File: src/rtl/csat_enum_driver.sv
`default_nettype none
// ============================================================================
// csat_enum_driver : drives every N-input assignment in ascending order into a
// circuit-SAT benchmark and streams out the satisfying ones.
// Revision 1.0
// ============================================================================
module csat_enum_driver #(
    parameter int N_INPUTS    = 7,
    parameter int SAT_LATENCY = 0
) (
    input  logic                clk,
    input  logic                reset,
    input  logic                start,
    input  logic                find_all,
    output logic [N_INPUTS-1:0] assignment,
    input  logic                sat_i,
    output logic                sol_valid,
    input  logic                sol_ready,
    output logic [N_INPUTS-1:0] sol_data,
    output logic [N_INPUTS:0]   sol_count,
    output logic                busy,
    output logic                done,
    output logic                found
);

    typedef enum logic [1:0] {
        S_IDLE = 2'd0,
        S_RUN  = 2'd1,
        S_EMIT = 2'd2,
        S_DONE = 2'd3
    } state_t;

    localparam logic [N_INPUTS-1:0] C_ASG_LAST   = '1;
    localparam logic [N_INPUTS-1:0] C_ASG_ONE    = N_INPUTS'(1);
    localparam logic [N_INPUTS:0]   C_CNT_ONE    = (N_INPUTS + 1)'(1);
    localparam logic [1:0]          C_DWELL_LAST = 2'(SAT_LATENCY);

    state_t     r_state;
    logic [1:0] r_dwell;
    logic       r_mode;

    always_ff @(posedge clk) begin
        if (reset) begin
            r_state    <= S_IDLE;
            r_dwell    <= 2'd0;
            r_mode     <= 1'b0;
            assignment <= '0;
            sol_valid  <= 1'b0;
            sol_data   <= '0;
            sol_count  <= '0;
            busy       <= 1'b0;
            done       <= 1'b0;
            found      <= 1'b0;
        end else begin
            case (r_state)
                S_IDLE, S_DONE: begin
                    if (start) begin
                        r_state    <= S_RUN;
                        r_dwell    <= 2'd0;
                        r_mode     <= find_all;
                        assignment <= '0;
                        sol_count  <= '0;
                        busy       <= 1'b1;
                        done       <= 1'b0;
                        found      <= 1'b0;
                    end
                end
                S_RUN: begin
                    // sat_i only reflects the current candidate in its last dwell cycle
                    if (r_dwell != C_DWELL_LAST) begin
                        r_dwell <= r_dwell + 2'd1;
                    end else if (sat_i) begin
                        sol_data  <= assignment;
                        sol_valid <= 1'b1;
                        sol_count <= sol_count + C_CNT_ONE;
                        r_state   <= S_EMIT;
                    end else if (assignment == C_ASG_LAST) begin
                        r_state <= S_DONE;
                        busy    <= 1'b0;
                        done    <= 1'b1;
                        found   <= (sol_count != '0);
                    end else begin
                        assignment <= assignment + C_ASG_ONE;
                        r_dwell    <= 2'd0;
                    end
                end
                S_EMIT: begin
                    if (sol_ready) begin
                        sol_valid <= 1'b0;
                        if (!r_mode || assignment == C_ASG_LAST) begin
                            r_state <= S_DONE;
                            busy    <= 1'b0;
                            done    <= 1'b1;
                            found   <= (sol_count != '0);
                        end else begin
                            assignment <= assignment + C_ASG_ONE;
                            r_dwell    <= 2'd0;
                            r_state    <= S_RUN;
                        end
                    end
                end
                default: r_state <= S_IDLE;
            endcase
        end
    end

endmodule
`default_nettype wire
File: config.mk
export PLATFORM = sky130hd
export DESIGN_NAME = csat_enum_driver
export DESIGN_NICKNAME = d
export VERILOG_FILES = /design/src/rtl/csat_enum_driver.sv
export SDC_FILE = /design/constraint.sdc
export NUM_CORES = 1
export LEC_CHECK = 0
export ABC_AREA = 1
export ABC_CLOCK_PERIOD_IN_PS = 3250
export CORE_MARGIN = 2
export CORE_UTILIZATION = 50
export DETAILED_ROUTE_END_ITERATION = 8
export PLACE_DENSITY = 0.83
export REMOVE_ABC_BUFFERS = 1
export SYNTH_ARGS = -nofsm -noshare
export SYNTH_HDL_FRONTEND = slang
export SYNTH_SLANG_ARGS = --single-unit
File: constraint.sdc
create_clock -name clk -period 3.25 [get_ports clk]
set_input_delay 0.325 -clock clk [delete_from_list [all_inputs] [get_ports clk]]
set_output_delay 0.325 -clock clk [all_outputs]
set_load 0.01 [all_outputs]
==> out/qor_table.md, run 1 <==
| Metric | Reported | Unit |
| --- | --- | --- |
| Peak ir drop on the vdd network | 0.000551 | V |
| TritonCTS clock tree | built | - |
| Final critical-path share of the clock period | 0.671 | - |
| Vias per cell | 5.13 | - |
| Area delta synth->final | 24.0 | % |
| Pwr/cell area | 847 | nW/um^2 |
| Slew headroom | 0.458 | - |
| Critical Path Start Type | flip-flop | - |
| Yosys reg bits | 31 | - |
| Tightest Pin Transition | 810 | ps |
| Pre-Repair DR Iteration Count | 4 | - |
| Clk slew on worst S/H paths | 90 | ps |
| Starting density of the core | 0.533 | - |
| Total of warnings raised by yosys | 0 | - |
| Number of hold violations in the final report | 0 | - |
| Number of placement rows | 20 | - |
| Share of final-layout standard cells stronger than drive strength 1 | 0.0699 | - |
| Largest stage delay on the critical path | 660 | ps |
| Core region area | 3080 | um^2 |
| Antenna violation net count after detailed routing | 0 | - |
| CTS Buf Count | 5 | - |
| Via total after detailed routing | 1622 | - |
| Total gr overflow | 0 | - |
| Root Buffer | clkbuf_4 | - |
| Total negative slack | 0 | ps |
| Number of levels the H-tree was split into | 2 | - |
| Post-Synthesis Mean Instance Area | 6.87 | um^2 |
| Buffer count from post-CTS setup fixing | 0 | - |
| Final Core Density | 0.661 | - |
| Number of hold buffers added after cts | 0 | - |
| Total die area | 3760 | um^2 |
| Reg2Reg Depth | 9 | - |
| Flop2flop setup slack | 1070 | ps |
| Setup repair after global routing missed its margin | false | - |
| Clock Sink Count | 31 | - |
| Longest Clk Path Bufs | 2 | - |
| WP data required | 3530 | ps |
| Cell leakage power | 0.872 | nW |
| Crit path to | r_dwell[1]$_SDFFE_PP0P_ | - |
| Data arrival time at the worst-slack endpoint | 2460 | ps |
| Die span in x | 61.3 | um |
| Endpoint of the worst-slack reg-to-reg timing path | r_dwell[1]$_SDFFE_PP0P_ | - |
| GP Congestion | 0.888 | - |
| Sequential share of the synthesized area | 0.378 | - |
| Worst-case clock skew | 4.45 | ps |
| Vias in the first global route | 1340 | - |
| DRC violation total after the first TritonRoute iteration | 88 | - |
| Port Buffers | 31 | - |
| Crit Path Max Fanout | 14 | - |
| Die height | 61.3 | um |
| Number of top-level design ports | 32 | - |
| Global-route wire length before repair | 5800 | um |
| Number of remaining DRC errors | 0 | - |
| Synthesized instance count | 239 | - |
| Largest net degree at the start of global routing | 20 | - |
| Final setup violation count | 0 | - |
| Library cell contributing the largest single delay on the critical path | nor2_1 | - |
| Total Routed Length | 3620 | um |
| Maximum capacitance violations | 0 | - |
| Reg2Reg Launch Point | r_state[0]$_SDFFE_PP0P_ | - |
| Post-detailed-route wirelength per cell | 11.4 | um |
| Number of pins exceeding their max-slew limit in the final report | 0 | - |
| Netlist Area Pre-Place | 1640 | um^2 |
| HPWL after detailed placement | 2660 | um |
| Gr usage total | 0.210 | - |
| Ordered cell list for the critical path | ha_1 > nand2_1 > nor2_1 > nor2_1 > nand2_1 > nor2_1 > nand2_1 > nand2_1 > nor2_1 | - |
| Clock insertion delay at the later pin of the skew report | 330 | ps |
| Antenna violations before repair | 0 | - |
| Diodes inserted | 0 | - |
| Min Clock Period, post-route | 2180 | ps |
| Cts repair resizes | 0 | - |
| Maximum frequency from static timing analysis | 459 | MHz |
| Status | finished, final reports clean | - |
| Net count of the finished layout | 285 | - |
| First element of the critical path | r_state[0]$_SDFFE_PP0P_ | - |
| Worst Setup Path Type | reg2reg | - |
| Synth cell types | 22 | - |
| Critical path capture point type | flip-flop | - |
| Number of filler instances in the final layout | 287 | - |
| Critical hold path startpoint | sol_valid$_SDFFE_PP0P_ | - |
| Worst min-delay path category | reg2reg | - |
## critical path: cells and delay by family (launching register included)
family	cells	cell delay, ps
adders and majority gates	1	440
DFF	1	360
and+or+nand+nor	8	1330
## layout by cell type, fill, tap and decap left out, drive strengths merged
master and instances:
a21oi 26, nand4 10, o21ai 19, a211oi 2, clkbuf 6, nand3 14, o211a 1, inv 32
nor2 34, ha 7, clkdlybuf4s50 31, xor2 1, clkinv 2, nand2 56, dfxtp 31
## Yosys cell counts
master	instances	area, um^2
buf_2	4	20.0
nand3_1	13	65.1
o211a_1	1	10.0
nand2_2	5	31.3
inv_2	1	3.75
nand2_1	50	188
inv_1	31	116
nor2_4	2	22.5
nor2_2	2	12.5
a211oi_1	2	15.0
xor2_1	1	8.76
o21ai_1	2	10.0
nand2_4	1	11.3
o21ai_0	17	85.1
nand3_4	1	17.5
dfxtp_1	31	621
clkinv_1	1	3.75
a21oi_1	26	130
ha_1	7	87.6
nor2_1	30	113
nand4_1	10	62.6
buf_4	1	7.51
## sequential cells by signal, summed over array words and instances, names as in the netlist
| signal | flops |
|---|---|
| busy | 1 |
| r_mode | 1 |
| assignment | 7 |
| sol_valid | 1 |
| sol_count | 8 |
| done | 1 |
| r_dwell | 2 |
| found | 1 |
| sol_data | 7 |
| r_state | 2 |
## logic make-up (layout without fill, tap and decap cells)
kind of cell	count (synthesis)	in the layout	synth area share
simple gates	114	114	0.319
compound gates	48	48	0.152
buf+inv	38	71	0.0922
flops	31	31	0.378
fa+ha+maj	7	7	0.0534
xor+xnor	1	1	0.00534
## through the flow
stage	instances	setup WS [ps]	total power, mW	hold slack (ps)	instance area (um^2)
after global placement	309	1170	1.47	451	1980
after global routing	316	791	1.88	500	2040
after detailed placement	309	1070	1.50	462	1980
after floorplan	234	1490	1.21	394	1610
after CTS	316	1060	1.73	473	2040
final	316	1070	1.72	474	2040
## how the worst min path moves through the flow
stage	depth (start not counted)	endpoint
4_1_cts	2	sol_valid$_SDFFE_PP0P_
3_3_place_gp	2	sol_valid$_SDFFE_PP0P_
6_report	2	sol_valid$_SDFFE_PP0P_
2_1_floorplan	1	assignment[2]$_SDFFE_PP0P_
3_5_place_dp	2	sol_valid$_SDFFE_PP0P_
5_1_grt	2	done$_SDFFE_PP0P_
## per-layer routing
layer | wire [um] | track usage | vias up
li1 | - | - | 842
met1 | 1610 | 0.254 | 718
met2 | 1680 | 0.350 | 55
met3 | 262 | 0.0567 | 7
met4 | 74 | 0.0901 | 0
met5 | 0 | 0 | -
## final cells by class
cell class | instances | area (um^2) | share of cell area
Clock buffer | 6 | 51.3 | 0.0252
Clock inverter | 1 | 5.00 | 0.00246
Inverter | 33 | 124 | 0.0608
Multi-Input combinational cell | 170 | 870 | 0.427
Sequential cell | 31 | 621 | 0.305
Tap cell | 44 | 55.1 | 0.0270
Timing Repair Buffer | 31 | 310 | 0.152
## power breakdown
part	internal [mW]	leakage [nW]	switching, mW
Sequential	0.478	0.253	0.0650
Combinational	0.368	0.585	0.588
Clock	0.100	0.0341	0.126
Total	0.946	0.872	0.779
Power figures use the tool's default switching activity.
==> run 2, diff against run 1 <==
--- a/config.mk
+++ b/config.mk
@@ -6,11 +6,11 @@
 export NUM_CORES = 1
 export LEC_CHECK = 0
 export ABC_AREA = 1
-export ABC_CLOCK_PERIOD_IN_PS = 3250
+export ABC_CLOCK_PERIOD_IN_PS = 1900
 export CORE_MARGIN = 2
-export CORE_UTILIZATION = 50
+export CORE_UTILIZATION = 46
 export DETAILED_ROUTE_END_ITERATION = 8
-export PLACE_DENSITY = 0.83
+export PLACE_DENSITY = 0.8
 export REMOVE_ABC_BUFFERS = 1
 export SYNTH_ARGS = -nofsm -noshare
 export SYNTH_HDL_FRONTEND = slang
==> constraint.sdc (replaced) <==
create_clock -name clk -period 1.9 [get_ports clk]
set_input_delay 0.19 -clock clk [delete_from_list [all_inputs] [get_ports clk]]
set_output_delay 0.19 -clock clk [all_outputs]
set_load 0.01 [all_outputs]
==> run 2 against run 1 <==
- sequential power grew 72%
- design area grew 1.3%
- largest power group unchanged
- die area grew 8.1%
- sequential share of layout area shrank 0.39 points
- setup slack lost 880 ps
- maximum frequency grew 28%
- clock skew grew 8.7 ps
- worst hold slack is essentially flat
- via count shrank 0.37%
- clock-buffer cell count grew 1
- critical path depth grew 1
- wire length grew 0.36%
- critical endpoint is now sol_count[5]$_SDFFE_PP0P_
==> out/qor_table.md, run 2 (synthesis results as in run 1) <==
| Metric | Reported | Unit | Change |
| --- | --- | --- | --- |
| Status | finished, final reports clean | - | unchanged |
| Longest Clk Path Bufs | 2 | - | unchanged |
| Total negative slack | 0 | ps | unchanged |
| Endpoint of the worst-slack reg-to-reg timing path | sol_count[5]$_SDFFE_PP0P_ | - | was r_dwell[1]$_SDFFE_PP0P_ |
| Final setup violation count | 0 | - | unchanged |
| Number of hold buffers added after cts | 0 | - | unchanged |
| Setup repair after global routing missed its margin | false | - | unchanged |
| Net count of the finished layout | 289 | - | was 285 |
| Clk slew on worst S/H paths | 100 | ps | was 90 ps |
| Worst-case clock skew | 13.2 | ps | was 4.45 ps |
| Critical Path Start Type | flip-flop | - | unchanged |
| Top library cells by usage in the layout, fill and taps aside | nand2_1 (50), inv_1 (31), dfxtp_1 (31), clkdlybuf4s50_1 (31), nor2_1 (30) | - | unchanged |
| End of the worst hold path | sol_valid$_SDFFE_PP0P_ | - | unchanged |
| Maximum capacitance violations | 0 | - | unchanged |
| Maximum frequency from static timing analysis | 586 | MHz | was 459 MHz |
| Starting density of the core | 0.484 | - | was 0.533 |
| Registers with the most flip-flops | sol_count: 8 flops, assignment: 7 flops, sol_data: 7 flops | - | unchanged |
| Ordered cell list for the critical path | inv_1 > ha_1 > buf_4 > o21ai_1 > nand2_2 > inv_2 > nand2_2 > o21ai_1 > nand2_1 > nor2_1 | - | was ha_1 > nand2_1 > nor2_1 > nor2_1 > nand2_1 > nor2_1 > nand2_1 > nand2_1 > nor2_1 |
| Port Buffers | 31 | - | unchanged |
| Diodes inserted | 0 | - | unchanged |
| Flop2flop setup slack | 190 | ps | was 1070 ps |
| Number of placed instances, taps included | 315 | - | was 309 |
| Area delta synth->final | 25.6 | % | was 24.0% |
| HPWL after detailed placement | 2660 | um | about the same |
| Number of pins exceeding their max-slew limit in the final report | 0 | - | unchanged |
| Gr usage total | 0.198 | - | was 0.210 |
| Cell leakage power | 0.887 | nW | was 0.872 nW |
| Global-route wire length before repair | 6330 | um | was 5800 um |
| Number of hold violations in the final report | 0 | - | unchanged |
| Min Clock Period, post-route | 1710 | ps | was 2180 ps |
| Clock insertion delay at the later pin of the skew report | 340 | ps | was 330 ps |
| TritonCTS clock tree | built | - | unchanged |
| Top Family by Delay on Critical Path | flip-flops | - | was simple AND/OR/NAND/NOR gates |
| Critical path capture point type | flip-flop | - | unchanged |
| Worst Hold Path Cells | 2 | - | unchanged |
| Worst Setup Path Type | reg2reg | - | unchanged |
| Total Routed Length | 3630 | um | was 3620 um |
| Core region area | 3390 | um^2 | was 3080 um^2 |
| Clock Sink Count | 31 | - | unchanged |
| Final critical-path share of the clock period | 0.899 | - | was 0.671 |
| Pwr/cell area | 1440 | nW/um^2 | was 847 nW/um^2 |
| Slew headroom | 0.652 | - | was 0.458 |
| Worst min-delay path category | reg2reg | - | unchanged |
| Data arrival time at the worst-slack endpoint | 1980 | ps | was 2460 ps |
| Tightest Pin Transition | 518 | ps | was 810 ps |
| Antenna violations before repair | 0 | - | unchanged |
| Buffer and inverter count on the worst path | 3 | - | was 0 |
| Library cell contributing the largest single delay on the critical path | dfxtp_1 | - | was nor2_1 |
| Root Buffer | clkbuf_4 | - | unchanged |
| Number of flip-flops under the largest register name | 8 | - | unchanged |
| Reg2Reg Launch Point | r_state[1]$_SDFFE_PP0P_ | - | was r_state[0]$_SDFFE_PP0P_ |
| Pre-Repair DR Iteration Count | 4 | - | unchanged |
| Die height | 63.7 | um | was 61.3 um |
| WP data required | 2180 | ps | was 3530 ps |
| Crit Path Max Fanout | 9 | - | was 14 |
| Number of placement rows | 21 | - | was 20 |
| Post-detailed-route wirelength per cell | 11.2 | um | was 11.4 um |
| Number of filler instances in the final layout | 316 | - | was 287 |
| Largest net degree at the start of global routing | 20 | - | unchanged |
| Peak ir drop on the vdd network | 0.000987 | V | was 0.000551 V |
| Antenna violation net count after detailed routing | 0 | - | unchanged |
| Number of remaining DRC errors | 0 | - | unchanged |
| DRC violation total after the first TritonRoute iteration | 79 | - | was 88 |
| Number of top-level design ports | 32 | - | unchanged |
| Vias per cell | 5.00 | - | was 5.13 |
| Vias in the first global route | 1427 | - | was 1340 |
| Count of placed standard cells in the final layout, fillers left out | 323 | - | was 316 |
| CTS Buf Count | 5 | - | unchanged |
| Number of levels the H-tree was split into | 2 | - | unchanged |
| Total gr overflow | 0 | - | unchanged |
| Via total after detailed routing | 1616 | - | was 1622 |
| Die span in x | 63.7 | um | was 61.3 um |
| Share of final-layout standard cells stronger than drive strength 1 | 0.0794 | - | was 0.0699 |
| GP Congestion | 0.821 | - | was 0.888 |
| Largest Register | sol_count | - | unchanged |
| Critical hold path startpoint | sol_valid$_SDFFE_PP0P_ | - | unchanged |
| Buffer count from post-CTS setup fixing | 0 | - | unchanged |
| Total design power | 2.98 | mW | was 1.72 mW |
| Most common library cell in the layout ignoring fill and taps | nand2_1 | - | unchanged |
| Cts repair resizes | 0 | - | unchanged |
| Crit. path cell count | 10 | - | was 9 |
| Reg2Reg Depth | 10 | - | was 9 |
| Largest stage delay on the critical path | 370 | ps | was 660 ps |
| Total die area | 4060 | um^2 | was 3760 um^2 |
run 2: routing by layer:
layer  GRT usage  vias to the layer above  share of wire
li1            -                      855              -
met1       0.268                      709           0.49
met2       0.287                       47           0.45
met3      0.0493                        5          0.042
met4       0.109                        0          0.018
met5           0                        -              0
run 2: per-stage QoR:
stage               setup slack (ps)  utilization  hold WS (ps)  instance area (um^2)
finish                           193        0.608           473                  2060
global route                   0.799        0.608           511                  2060
CTS                              188        0.608           477                  2060
detailed placement               218        0.594           461                  2010
global placement                 265        0.594           458                  2010
floorplan                        143            -           259                  1610
run 2: worst max-delay path by stage:
stage / endpoint / startpoint
final: sol_count[5]$_SDFFE_PP0P_ / r_state[1]$_SDFFE_PP0P_
after global routing: sol_count[5]$_SDFFE_PP0P_ / r_state[1]$_SDFFE_PP0P_
after CTS: sol_count[5]$_SDFFE_PP0P_ / r_state[1]$_SDFFE_PP0P_
after detailed placement: sol_count[2]$_SDFFE_PP0P_ / r_state[1]$_SDFFE_PP0P_
after global placement: sol_count[2]$_SDFFE_PP0P_ / r_state[1]$_SDFFE_PP0P_
after floorplan: r_dwell[0]$_SDFFE_PP0P_ / r_state[1]$_SDFFE_PP0P_
run 2: power breakdown:
| part | switching (mW) | internal (mW) |
|---|---|---|
| Clock | 0.229 | 0.144 |
| Combinational | 0.998 | 0.673 |
| Sequential | 0.115 | 0.817 |
| Total | 1.34 | 1.63 |
run 2: layout make-up:
type	instances	area [um^2]	share of cell area
tap	46	57.6	0.0279
multi-input combinational	170	870	0.422
timing repair buffer	35	340	0.165
inverter	33	124	0.0601
clock buffer	7	45.0	0.0218
sequential	31	621	0.301
clock inverter	1	5.00	0.00243
run 2: worst min-delay path, delay by kind of cell (launching register included):
| kind | cells | cell delay (ps) |
|---|---|---|
| and+or+nand+nor | 1 | 60 |
| AOI/OAI and AO/OA | 1 | 60 |
| DFF | 1 | 320 |
==> run 3, diff against run 2 <==
--- a/config.mk
+++ b/config.mk
@@ -6,7 +6,7 @@
 export NUM_CORES = 1
 export LEC_CHECK = 0
 export ABC_AREA = 1
-export ABC_CLOCK_PERIOD_IN_PS = 1900
+export ABC_CLOCK_PERIOD_IN_PS = 1450
 export CORE_MARGIN = 2
 export CORE_UTILIZATION = 46
 export DETAILED_ROUTE_END_ITERATION = 8
==> constraint.sdc (replaced) <==
create_clock -name clk -period 1.45 [get_ports clk]
set_input_delay 0.145 -clock clk [delete_from_list [all_inputs] [get_ports clk]]
set_output_delay 0.145 -clock clk [all_outputs]
set_load 0.01 [all_outputs]
==> run 3 against run 2 <==
- the flow now finishes with violations (negative setup slack)
- final cell count up 5.9%
- combinational power grew 94%
- register-to-register slack worse by 260 ps
- design area is 19% higher
- worst hold slack lost 27 ps
- via count increased by 14%
- global-route usage up 1.6 points
- critical path depth is 1 lower
==> out/qor_table.md, run 3 (synthesis results as in run 1) <==
| Metric | Reported | Unit | Change |
| --- | --- | --- | --- |
| Status | complete, but fails checks | - | was finished, final reports clean |
| Violated checks | negative setup slack | - |  |
| Total negative slack | -378 | ps | was 0 ps |
| Cell leakage power | 1.08 | nW | was 0.887 nW |
| Diodes inserted | 0 | - | unchanged |
| Gr usage total | 0.214 | - | was 0.198 |
| Largest Register | sol_count | - | unchanged |
| Number of placement rows | 21 | - | unchanged |
| WP data required | 1730 | ps | was 2180 ps |
| Largest net degree at the start of global routing | 20 | - | unchanged |
| Post-DP Area | 2120 | um^2 | was 2010 um^2 |
| Number of hold buffers added after cts | 0 | - | unchanged |
| Vias per cell | 5.37 | - | was 5.00 |
| TritonCTS clock tree | built | - | unchanged |
| DRC violation total after the first TritonRoute iteration | 115 | - | was 79 |
| Area delta synth->final | 48.9 | % | was 25.6% |
| Number of flip-flops under the largest register name | 8 | - | unchanged |
| Data arrival time at the worst-slack endpoint | 1800 | ps | was 1980 ps |
| Tightest Pin Transition | 267 | ps | was 518 ps |
| Clk slew on worst S/H paths | 100 | ps | about the same |
| Pwr/cell area | 2040 | nW/um^2 | was 1440 nW/um^2 |
| Port Buffers | 31 | - | unchanged |
| Share of final-layout standard cells stronger than drive strength 1 | 0.324 | - | was 0.0794 |
| Final critical-path share of the clock period | 1.05 | - | was 0.899 |
| CTS Buf Count | 5 | - | unchanged |
| Worst min-delay path category | in2reg | - | was reg2reg |
| Maximum capacitance violations | 0 | - | unchanged |
| Met1 layer usage reported by global route | 0.279 | - | was 0.268 |
| Setup repair after global routing missed its margin | true | - | was false |
| Flip-flop and latch area | 647 | um^2 | was 621 um^2 |
| Via total after detailed routing | 1837 | - | was 1616 |
| Clock Sink Count | 31 | - | unchanged |
| Die height | 63.7 | um | unchanged |
| Die span in x | 63.7 | um | unchanged |
| Critical path capture point type | flip-flop | - | unchanged |
| Longest Clk Path Bufs | 2 | - | unchanged |
| Routing usage on met3 | 0.0634 | - | was 0.0493 |
| Root Buffer | clkbuf_4 | - | unchanged |
| Clock insertion delay at the later pin of the skew report | 340 | ps | about the same |
| Flop2flop setup slack | -70 | ps | was 190 ps |
| Registers with the most flip-flops | sol_count: 8 flops, assignment: 7 flops, sol_data: 7 flops | - | unchanged |
| Top library cells by usage in the layout, fill and taps aside | nand2_1 (39), clkdlybuf4s50_1 (26), nor2_1 (24) | - | was nand2_1 (50), inv_1 (31), dfxtp_1 (31), clkdlybuf4s50_1 (31), nor2_1 (30) |
| Routing layer with the top usage in global route | met2 | - | unchanged |
| Pre-Repair DR Iteration Count | 4 | - | unchanged |
| Crit Path Max Fanout | 4 | - | was 9 |
| Core region area | 3390 | um^2 | unchanged |
| Worst Setup Path Type | reg2reg | - | unchanged |
| Global-route wire length before repair | 6860 | um | was 6330 um |
| Total Routed Length | 4860 | um | was 3630 um |
| Most common library cell in the layout ignoring fill and taps | nand2_1 | - | unchanged |
| Post-detailed-route wirelength per cell | 14.2 | um | was 11.2 um |
| Slew headroom | 0.820 | - | was 0.652 |
| Number of filler instances in the final layout | 248 | - | was 316 |
| Critical Path Start Type | flip-flop | - | unchanged |
| Net count of the finished layout | 308 | - | was 289 |
| Maximum frequency from static timing analysis | 658 | MHz | was 586 MHz |
| Worst-case clock skew | 13.0 | ps | was 13.2 ps |
| Combined area of the multi-input logic cells | 1070 | um^2 | was 870 um^2 |
| Antenna violation net count after detailed routing | 0 | - | unchanged |
| Starting density of the core | 0.484 | - | unchanged |
| Vias in the first global route | 1525 | - | was 1427 |
| Number of hold violations in the final report | 0 | - | unchanged |
| Final setup violation count | 14 | - | was 0 |
| Number of levels the H-tree was split into | 2 | - | unchanged |
| Min Clock Period, post-route | 1520 | ps | was 1710 ps |
| GP Congestion | 0.811 | - | was 0.821 |
| HPWL after detailed placement | 2760 | um | was 2660 um |
| Met2 capacity usage during global routing | 0.341 | - | was 0.287 |
| Worst Setup Slack, final | -70.0 | ps | was 193 ps |
| Number of remaining DRC errors | 0 | - | unchanged |
| Cell area after layout | 2440 | um^2 | was 2060 um^2 |
| Total gr overflow | 0 | - | unchanged |
| Peak ir drop on the vdd network | 0.00142 | V | was 0.000987 V |
| Antenna violations before repair | 0 | - | unchanged |
| Number of pins exceeding their max-slew limit in the final report | 0 | - | unchanged |
| Number of top-level design ports | 32 | - | unchanged |
| Total die area | 4060 | um^2 | unchanged |
-- run 3: final cells by class --
cell class / instances / share of cell area
multi-input combinational: 170 / 0.437
sequential: 31 / 0.265
inverter: 33 / 0.0537
timing repair buffer: 54 / 0.201
tap: 46 / 0.0235
clock buffer: 7 / 0.0184
clock inverter: 1 / 0.00205
-- run 3: per-stage QoR --
stage | hold slack, ps | std cells | power (mW) | setup slack, ps | util
6_report | 446 | 342 | 5.00 | -70.0 | 0.721
5_1_grt | 501 | 342 | 5.36 | -164 | 0.721
4_1_cts | 442 | 339 | 4.37 | -3.69 | 0.666
3_5_place_dp | 456 | 329 | 3.65 | -197 | 0.625
3_3_place_gp | 457 | 329 | 3.60 | -138 | 0.625
2_1_floorplan | 214 | 234 | 2.70 | -307 | -
-- run 3: worst paths after layout --
path                            from                         to  cells after the start
max          r_state[0]$_SDFFE_PP0P_  sol_count[4]$_SDFFE_PP0P_                      9
min                         find_all        r_mode$_SDFFE_PP0P_                      3
max reg2reg  r_state[0]$_SDFFE_PP0P_  sol_count[4]$_SDFFE_PP0P_                      9
min reg2reg   sol_valid$_SDFFE_PP0P_     sol_valid$_SDFFE_PP0P_                      2
-- run 3: worst max-delay path: stages (launching register included) --
cell and delay, ps:
dfxtp_4 380, inv_2 50, ha_4 300, inv_4 50
o21ai_4 150, nand2_4 100, buf_4 160, nor2_1 120
a21oi_1 60, nor2_1 100
-- run 3: routing by layer --
layer | share of wire | routed length [um]
met3 | 0.065 | 314
met5 | 0 | 0
met4 | 0.038 | 187
met2 | 0.49 | 2380
met1 | 0.41 | 1980
-- run 3: where the power goes --
part / total, mW / leakage (nW) / switching, mW / internal, mW
clock network: 0.490 / 0.0293 / 0.301 / 0.189
logic: 3.24 / 0.792 / 1.83 / 1.41
registers: 1.27 / 0.260 / 0.173 / 1.10
-- run 3: timing repair --
action | in CTS | in global routing
setup buffers | 2 | 3
setup endpoints to repair | 30 | 38
gates resized for setup | 26 | 58
pin swaps | 5 | 18
==> variant (config.mk and constraints of run 3) <==
`SAT_LATENCY`: 0 -> 1.
--- a/src/rtl/csat_enum_driver.sv
+++ b/src/rtl/csat_enum_driver.sv
@@ -7,5 +7,5 @@
 module csat_enum_driver #(
     parameter int N_INPUTS    = 7,
-    parameter int SAT_LATENCY = 0
+    parameter int SAT_LATENCY = 1
 ) (
     input  logic                clk,
Behaviour: not the same (a bounded check fails within 4 cycles, from zero or initial values and one cycle with reset high).
==> variant against run 3 <==
- the run still ends with setup timing left
- worst setup slack worse by 0.16 ns
- final area is 7.9% higher
- total power shrank 10%
- global-route usage is 3.5 points higher
- utilization grew 6.3 points
- synthesized area fell by 1.4%
- wire length up 27%
- sequential cell count did not move
==> variant: results (changes against run 3) <==
[timing]
fin_ws_ns=-0.229  ; -0.159 ns
clock_skew_ns=0.00746  ; -0.00557 ns
worst_slew_pin_slew_ns=0.327  ; +0.0602 ns
setup_viol=25  ; +11

[power_and_ir_drop]
leakage_nw=1.18  ; +9.2%
p_sw_share_pct=43.4  ; -2.6 points
fin_total_pwr_mw=4.49  ; -10%
power.density_nw_per_um2=1700  ; -17%
power.share.clock_pct=11.8  ; +2.0 points
ir_drop_mv=1.02  ; -28%
pg_comb_mw=2.83  ; -13%

[worst_setup_path]
crit_path_top_delay_cell=dfxtp_2
worstPathArrival_ns=1.91  ; +0.11 ns
path_max_fanout=6  ; +2
critPathTopFamily=compound AO/OA/AOI/OAI gates

[cells_and_area]
n_fill_cell=204  ; -18%
fin_nets=309  ; +0.32%
buffers=73  ; +35%
nMultiInputCombCells=160  ; -5.9%
fin_cells=344  ; +0.58%
sh_seq_area_pct=24.3  ; -2.1 points
clkbuf_count=6  ; -1
multiInputGateArea_um2=1100  ; +2.9%
nonClkBufAreaFrac_pct=25.6  ; +5.5 points
num-nonclk-inverters=27  ; -18%
clkCellAreaFrac_pct=2.13  ; +0.087 points

[synth]
yosys-top-cells-count=44 x nand2_1, 31 x dfxtp_1, 29 x nor2_1, 25 x a21oi_1, 25 x inv_1
synthAdderAreaFrac_pct=3.86  ; -1.5 points
synth_compound_area_share_pct=17.0  ; +1.8 points
syn_area_um2=1620  ; -1.4%
synth_xor_area_share_pct=0  ; -0.53 points
ys_types=31  ; +41%
synth.most_common_cell=nand2_1

[place]
placed_cell_area_um2=2160  ; +2.2%
gp_congestion=0.832  ; +2.6%
dp_hpwl_mm=3.04  ; +10%
placed_cells=322  ; -2.1%

[global_route]
met1_usage_pct=31.0  ; +3.1 points
grt_pass1_wl_mm=7.89  ; +15%
grt_max_degree=14  ; -30%
grt_pass1_vias=1734  ; +14%
met2_usage_pct=40.4  ; +6.3 points
use_met3_pct=5.71  ; -0.62 points

[run_status]
outcome=complete, but fails checks
violations=setup timing

[routing]
detail_route.iter0.violations=197  ; +71%
dr.pass1.iters=5  ; +1
met3WireLength_um=546  ; +74%
post_drt_wl_per_cell_um=18.0  ; +27%

[clock_tree]
clk_pin_slew_ns=0.10  ; about the same

[hold_path]
hold_class=reg2reg

==> variant: changes by cell type in the layout (fill, tap and decap cells not counted), sizes merged, moves of 2 or more <==
cell / run 3 / this run
nand2: 56 / 47
clkdlybuf4s50: 26 / 24
nand3: 14 / 11
nor3: 0 / 3
buf: 23 / 42
o21a: 0 / 2
ha: 7 / 5
dlymetal6s2s: 2 / 5
inv: 32 / 26
==> variant: path summary, 6_finish.rpt <==
kind              start            to  slack (ns)  cells after the start
max          r_state[0]  sol_count[3]       -0.23                      8
min          r_dwell[1]    r_dwell[1]        0.45                      2
max reg2reg  r_state[0]  sol_count[3]       -0.23                      8
min reg2reg  r_dwell[1]    r_dwell[1]        0.45                      2
==> variant: repair_timing <==
action | CTS | global route
gates cloned | 1 | 1
setup endpoints to repair | 37 | 41
gates resized for setup | 35 | 62
pin swaps | 5 | 31
setup buffers | 4 | 9
